`src/rtl/uart_pkg.sv`:
```
`default_nettype none
// ============================================================================
// Module      : uart_pkg
// Description : Shared ASCII constants, baud divisor and line-buffer FSM state.
// Revision    : 1.0 - initial release
// ============================================================================
package uart_pkg;

  localparam logic [7:0] c_ascii_bs       = 8'h08;
  localparam logic [7:0] c_ascii_lf       = 8'h0A;
  localparam logic [7:0] c_ascii_cr       = 8'h0D;
  localparam logic [7:0] c_ascii_del      = 8'h7F;
  localparam logic [7:0] c_ascii_print_lo = 8'h20;
  localparam logic [7:0] c_ascii_print_hi = 8'h7E;

  // 100 MHz system clock at 115200 baud.
  localparam int BAUD_DIV = 868;

  typedef enum logic [1:0] {
    ST_COLLECT = 2'd0,
    ST_REPLAY  = 2'd1,
    ST_EMIT_CR = 2'd2,
    ST_EMIT_LF = 2'd3
  } lb_state_e;

  function automatic logic is_printable(input logic [7:0] b);
    return (b >= c_ascii_print_lo) && (b <= c_ascii_print_hi);
  endfunction

endpackage
`default_nettype wire

```
`src/rtl/uart_line_buffer_if.sv`:
```
`default_nettype none
// ============================================================================
// Module      : uart_line_buffer_if
// Description : RX strobe, TX handshake and status bundle for the line buffer.
// Revision    : 1.0 - initial release
// ============================================================================
interface uart_line_buffer_if #(
  parameter int LW = 5
);
  logic [7:0]    in_data;
  logic          in_valid;
  logic [7:0]    out_data;
  logic          out_valid;
  logic          out_ready;
  logic [LW-1:0] line_len;
  logic          busy;
  logic          overflow;
  logic          rx_lost;

  // The line buffer itself is the slave side.
  modport slave (
    input  in_data, in_valid, out_ready,
    output out_data, out_valid, line_len, busy, overflow, rx_lost
  );

  modport master (
    output in_data, in_valid, out_ready,
    input  out_data, out_valid, line_len, busy, overflow, rx_lost
  );
endinterface
`default_nettype wire

```
`src/rtl/uart_line_buffer.sv`:
```
`default_nettype none
// ============================================================================
// Module      : uart_line_buffer
// Description : Collects an edited line from UART RX and replays it plus CR LF.
// Revision    : 1.0 - initial release
// ============================================================================
module uart_line_buffer
  import uart_pkg::*;
#(
  parameter int DEPTH = 16,
  parameter int LW    = $clog2(DEPTH) + 1
) (
  input  logic                  clk,
  input  logic                  rst,
  uart_line_buffer_if.slave     bus
);

  localparam int            AW      = $clog2(DEPTH);
  localparam logic [LW-1:0] c_depth = LW'(DEPTH);

  lb_state_e     state_q;
  logic [LW-1:0] count_q;
  logic [LW-1:0] rd_idx_q;
  logic [LW-1:0] rd_idx_d;
  logic [7:0]    out_data_q;
  logic          out_valid_q;
  logic          overflow_q;
  logic          rx_lost_q;
  logic [7:0]    line_q [DEPTH];

  assign rd_idx_d = rd_idx_q + LW'(1);

  always_ff @(posedge clk) begin
    if (rst) begin
      state_q     <= ST_COLLECT;
      count_q     <= '0;
      rd_idx_q    <= '0;
      out_data_q  <= 8'h00;
      out_valid_q <= 1'b0;
      overflow_q  <= 1'b0;
      rx_lost_q   <= 1'b0;
    end else begin
      if (bus.in_valid && (state_q != ST_COLLECT)) begin
        rx_lost_q <= 1'b1;
      end

      case (state_q)
        ST_COLLECT: begin
          if (bus.in_valid) begin
            if (is_printable(bus.in_data)) begin
              if (count_q < c_depth) begin
                line_q[count_q[AW-1:0]] <= bus.in_data;
                count_q                 <= count_q + LW'(1);
              end else begin
                overflow_q <= 1'b1;
              end
            end else if ((bus.in_data == c_ascii_bs) || (bus.in_data == c_ascii_del)) begin
              if (count_q != '0) begin
                count_q <= count_q - LW'(1);
              end
            end else if (bus.in_data == c_ascii_cr) begin
              // First output byte is loaded here so it is valid the very next cycle.
              out_valid_q <= 1'b1;
              rd_idx_q    <= '0;
              if (count_q == '0) begin
                state_q    <= ST_EMIT_CR;
                out_data_q <= c_ascii_cr;
              end else begin
                state_q    <= ST_REPLAY;
                out_data_q <= line_q[0];
              end
            end
          end
        end

        ST_REPLAY: begin
          if (bus.out_ready) begin
            if (rd_idx_q == count_q - LW'(1)) begin
              state_q    <= ST_EMIT_CR;
              out_data_q <= c_ascii_cr;
            end else begin
              rd_idx_q   <= rd_idx_d;
              out_data_q <= line_q[rd_idx_d[AW-1:0]];
            end
          end
        end

        ST_EMIT_CR: begin
          if (bus.out_ready) begin
            state_q    <= ST_EMIT_LF;
            out_data_q <= c_ascii_lf;
          end
        end

        ST_EMIT_LF: begin
          if (bus.out_ready) begin
            state_q     <= ST_COLLECT;
            out_valid_q <= 1'b0;
            count_q     <= '0;
            rd_idx_q    <= '0;
            overflow_q  <= 1'b0;
          end
        end

        default: begin
          state_q     <= ST_COLLECT;
          out_valid_q <= 1'b0;
        end
      endcase
    end
  end

  assign bus.out_data  = out_data_q;
  assign bus.out_valid = out_valid_q;
  assign bus.line_len  = count_q;
  assign bus.busy      = (state_q != ST_COLLECT);
  assign bus.overflow  = overflow_q;
  assign bus.rx_lost   = rx_lost_q;

endmodule
`default_nettype wire

```
`src/flat_wrapper.sv`:
```
// flat-port wrapper written by rule: the top's interface ports become plain ports
module uart_line_buffer_flat import uart_pkg::*;
#(
  parameter int DEPTH = 16,
  parameter int LW    = $clog2(DEPTH) + 1
)
  (clk, rst, bus_in_data, bus_in_valid, bus_out_ready, bus_out_data, bus_out_valid, bus_line_len, bus_busy, bus_overflow, bus_rx_lost);
  uart_line_buffer_if #(.LW(LW)) bus_i ();
  input  logic clk;
  input  logic rst;
  input wire logic [$bits(bus_i.in_data)-1:0] bus_in_data;
  input wire logic [$bits(bus_i.in_valid)-1:0] bus_in_valid;
  input wire logic [$bits(bus_i.out_ready)-1:0] bus_out_ready;
  output wire logic [$bits(bus_i.out_data)-1:0] bus_out_data;
  output wire logic [$bits(bus_i.out_valid)-1:0] bus_out_valid;
  output wire logic [$bits(bus_i.line_len)-1:0] bus_line_len;
  output wire logic [$bits(bus_i.busy)-1:0] bus_busy;
  output wire logic [$bits(bus_i.overflow)-1:0] bus_overflow;
  output wire logic [$bits(bus_i.rx_lost)-1:0] bus_rx_lost;
  assign bus_i.in_data = bus_in_data;
  assign bus_i.in_valid = bus_in_valid;
  assign bus_i.out_ready = bus_out_ready;
  assign bus_out_data = bus_i.out_data;
  assign bus_out_valid = bus_i.out_valid;
  assign bus_line_len = bus_i.line_len;
  assign bus_busy = bus_i.busy;
  assign bus_overflow = bus_i.overflow;
  assign bus_rx_lost = bus_i.rx_lost;
  uart_line_buffer #(.DEPTH(DEPTH), .LW(LW)) u_core (.clk(clk), .rst(rst), .bus(bus_i));
endmodule
```
`config.mk`:
```
export PLATFORM = sky130hd
export DESIGN_NAME = uart_line_buffer_flat
export DESIGN_NICKNAME = d
export VERILOG_FILES = /design/src/rtl/uart_pkg.sv /design/src/rtl/uart_line_buffer_if.sv /design/src/rtl/uart_line_buffer.sv /design/src/flat_wrapper.sv
export SDC_FILE = /design/constraint.sdc
export NUM_CORES = 1
export LEC_CHECK = 0
export CAP_MARGIN = 20
export CELL_PAD_IN_SITES_DETAIL_PLACEMENT = 0
export CELL_PAD_IN_SITES_GLOBAL_PLACEMENT = 1
export CORE_ASPECT_RATIO = 0.5
export CORE_MARGIN = 4
export CORE_UTILIZATION = 40
export DETAILED_ROUTE_END_ITERATION = 8
export GPL_ROUTABILITY_DRIVEN = 1
export HOLD_SLACK_MARGIN = 0.02
export PLACE_DENSITY = 0.63
export SYNTH_ARGS = -nofsm -noshare
export SYNTH_HDL_FRONTEND = slang
export SYNTH_SLANG_ARGS = --single-unit
```
`constraint.sdc`:
```
create_clock -name clk -period 2.7 [get_ports clk]
set_input_delay 0.81 -clock clk [delete_from_list [all_inputs] [get_ports clk]]
set_output_delay 0.81 -clock clk [all_outputs]
set_load 0.02 [all_outputs]
```
==> run summary <==
LEAKAGE: 0.00279 µW
endpoint class of the critical path: flop
met1 GRT Util: 0.266
post-layout min period: 2.64 ns
Syn-to-layout area delta: 25.8%
Layout Skew: 0.0146 ns
Distinct cells, synth: 58
headroom to the max-slew limit: 0.601
CTS tree: built
Syn Nets: 455
Synth Register Bits: 151
RSZ-0062 raised after global routing: yes
final wirelength: 16.7 mm
root buf cell: clkbuf_16
met2 GRT Util: 0.284
Ys Warns: 0
FF-to-FF End: u_core.bus.out_data[2]
detailed-route via count: 4,084
Post-synth top flop: edfxtp_1
actual slew at the worst max-slew pin: 0.591 ns
Fmax achieved: 379 MHz
grt peak-use layer: met2
end of the critical path: u_core.bus.line_len[1]
Synth Area per Inst: 15.5 µm²
worst slack, placed: -0.463 ns
Iter 0 DRT Violations: 291
area of the core: 16,400 µm²
gp weighted congestion: 0.771
DRT Pass-1 Iters: 4
ys async rst share: 0
Reg2Reg Setup Slack: 0.46 ns
Layout Utilization: 0.513
worst hold path class: flop to flop
largest net degree at the start of global routing: 38
Clock Sinks: 151
final net count: 543
# IOs: 29
Crit path arrival time: 2.98 ns
post-route ant nets: 0
wire per inst: 22.0 µm
first-pass GRT wire length: 25.9 mm
Final Non-Filler Cells: 759
crit start category: primary input
# rows: 33
Starting Density: 0.408
PortBufs: 28
CP required: 3.04 ns
Die Area: 19,000 µm²
layout cell share with drive strength beyond 1: 0.297
max_cap viols: 0
Num CTS Buffers: 17
status: completed
Hold Vio Cnt, Final: 0
Die Y: 99.4 µm
worst vdd ir: 0.358 mV
Tot Pwr: 7070 µW
Max Buffers Root-to-Sink: 2
diode count: 0
vias in the first global route: 4,234
met3 capacity usage during global routing: 0.0550
P per Cell Area: 841 nW/µm²
initial antenna violation count: 0
htree depth: 4
fin worst setup slack: 0.0596 ns
Hold Buf Count CTS: 0
Global Route Usage Sum: 0.185
Critical Path Fanout Max: 5
Overflow after GRT: 0
Inst Count DP: 728
worst r2r path cells: 7
final count of pins violating max slew: 0
part of the cycle the worst path needs: 0.978
Die X: 191 µm
Worst-path clk slew: 0.06 ns
Post-synth EDFFs: 128
critical path type: primary input to flop
Clock Latency Late Sink: 0.42 ns
post-detail-place hpwl: 11.5 mm
Synth Cell Area: 6680 µm²
DR vias/cell: 5.38
final setup vio count: 0
Synth Instances: 432
post-route setup TNS: 0 ns
crit path from: bus_in_data[5]
DR DRC count: 0
sequential share of the synthesized area: 0.644
RR Startpoint: u_core.rd_idx_q[1]
critical path: stages:
cell             delay [ns]
clkdlybuf4s50_1        0.57
and4_2                 0.34
a21o_1                 0.20
buf_4                  0.14
o221a_2                0.30
or4_1                  0.48
a21oi_1                0.14
cell families (layout without fill, tap and decap cells):
logic type | count (synthesis) | in the layout | share of synthesized area
buf+inv | 37 | 137 | 0.0273
simple gates | 100 | 100 | 0.0762
compound gates | 67 | 67 | 0.0740
xor+xnor | 9 | 9 | 0.0118
fa+ha+maj | 11 | 11 | 0.0206
mux | 57 | 57 | 0.146
flops | 151 | 151 | 0.644
metrics by stage:
stage | cell area, µm² | hold WS (ns)
3_5_place_dp | 7660 | 0.477
6_report | 8410 | 0.492
2_1_floorplan | 6690 | 0.480
3_3_place_gp | 7660 | 0.450
4_1_cts | 8310 | 0.495
5_1_grt | 8410 | 0.503
cell usage after synthesis, drive strengths merged, types with 2 or more instances:
cell | count | share of area
edfxtp | 128 | 0.58
mux4 | 32 | 0.11
nor2 | 30 | 0.017
nand2 | 29 | 0.016
dfxtp | 23 | 0.069
mux2i | 21 | 0.031
buf | 17 | 0.016
inv | 12 | 0.0067
ha | 11 | 0.021
a21oi | 9 | 0.0067
a31oi | 8 | 0.0075
clkbuf | 8 | 0.0045
o211ai | 8 | 0.0090
nor3 | 7 | 0.0052
o21ai | 7 | 0.0052
or4 | 7 | 0.0084
a211oi | 6 | 0.0067
o2111ai | 6 | 0.0079
xnor2 | 5 | 0.0066
a311oi | 4 | 0.0052
mux2 | 4 | 0.0067
xor2 | 4 | 0.0052
nand3 | 3 | 0.0030
nor4 | 3 | 0.0028
o21bai | 3 | 0.0034
o32ai | 3 | 0.0039
or3 | 3 | 0.0028
a211o | 2 | 0.0026
and3 | 2 | 0.0019
nand2b | 2 | 0.0019
nand3b | 2 | 0.0022
nand4 | 2 | 0.0019
o31ai | 2 | 0.0043
registers in the layout, summed over array words and instances, names as in the netlist:
name                  cells
u_core.rd_idx_q           5
u_core.bus.line_len       5
u_core.bus.out_valid      1
u_core.bus.rx_lost        1
u_core.bus.overflow       1
u_core.bus.out_data       8
u_core.state_q            2
u_core.line_q           128
worst min path at each step:
stage	cells past startpoint	slack, ns	to	startpoint
floorplan	2	0.48	u_core.rd_idx_q[4]	u_core.rd_idx_q[4]
global placement	2	0.45	u_core.bus.rx_lost	u_core.bus.rx_lost
detailed placement	2	0.48	u_core.bus.rx_lost	u_core.bus.rx_lost
CTS	2	0.50	u_core.bus.rx_lost	u_core.bus.rx_lost
global route	2	0.50	u_core.bus.rx_lost	u_core.bus.rx_lost
finish	2	0.49	u_core.bus.rx_lost	u_core.bus.rx_lost
timing repair:
action                     CTS  global route
buffers inserted             0             0
setup endpoints to repair   19           121
pin swaps                    0             5
resized for setup            5            25
power breakdown:
group	switching [µW]	internal [µW]	total [µW]
registers	99.4	2660	2760
clock network	999	1570	2570
logic	984	750	1730
layout by cell type (no fill, tap or decap), types with 3 or more instances in the layout:
master / netlist / layout
clkbuf_16: 0 / 17
a21oi_1: 9 / 9
ha_1: 11 / 11
clkdlybuf4s50_1: 0 / 26
buf_12: 0 / 3
bufinv_16: 0 / 4
a211oi_1: 6 / 6
dfxtp_1: 23 / 22
nand2_1: 29 / 25
xnor2_1: 5 / 5
inv_6: 0 / 4
a311oi_1: 4 / 4
nor2_2: 0 / 5
mux4_2: 32 / 32
o21bai_1: 3 / 3
o2111ai_1: 6 / 6
nand2_2: 0 / 3
inv_1: 12 / 12
or3_1: 3 / 3
buf_4: 5 / 53
or4_1: 6 / 6
edfxtp_1: 128 / 128
mux2i_1: 21 / 21
nor3_1: 7 / 4
mux2_2: 4 / 4
nor2_1: 30 / 24
xor2_1: 4 / 3
o211ai_1: 8 / 8
buf_6: 2 / 10
o21ai_0: 7 / 7
a31oi_1: 8 / 8
o32ai_1: 3 / 3
inv_8: 0 / 3
metal layers:
layer  vias up  routed length (µm)  share of wire
met3         7                1450          0.087
li1       1897                   -              -
met4         0                  92         0.0055
met1      2069                7580           0.45
met2       111                7560           0.45
met5         -                   0              0
area by class of cell:
| class | count | area [µm²] |
|---|---|---|
| fillers | 1391 | 7990 |
| flip-flops and latches | 151 | 4310 |
| multi-input cells | 244 | 2280 |
| repair buffers | 94 | 856 |
| clock buffers | 17 | 425 |
| well taps | 227 | 284 |
| clock inverters | 14 | 210 |
| inverters | 12 | 45.0 |
Note: power is estimated with default switching activity, not from simulation.
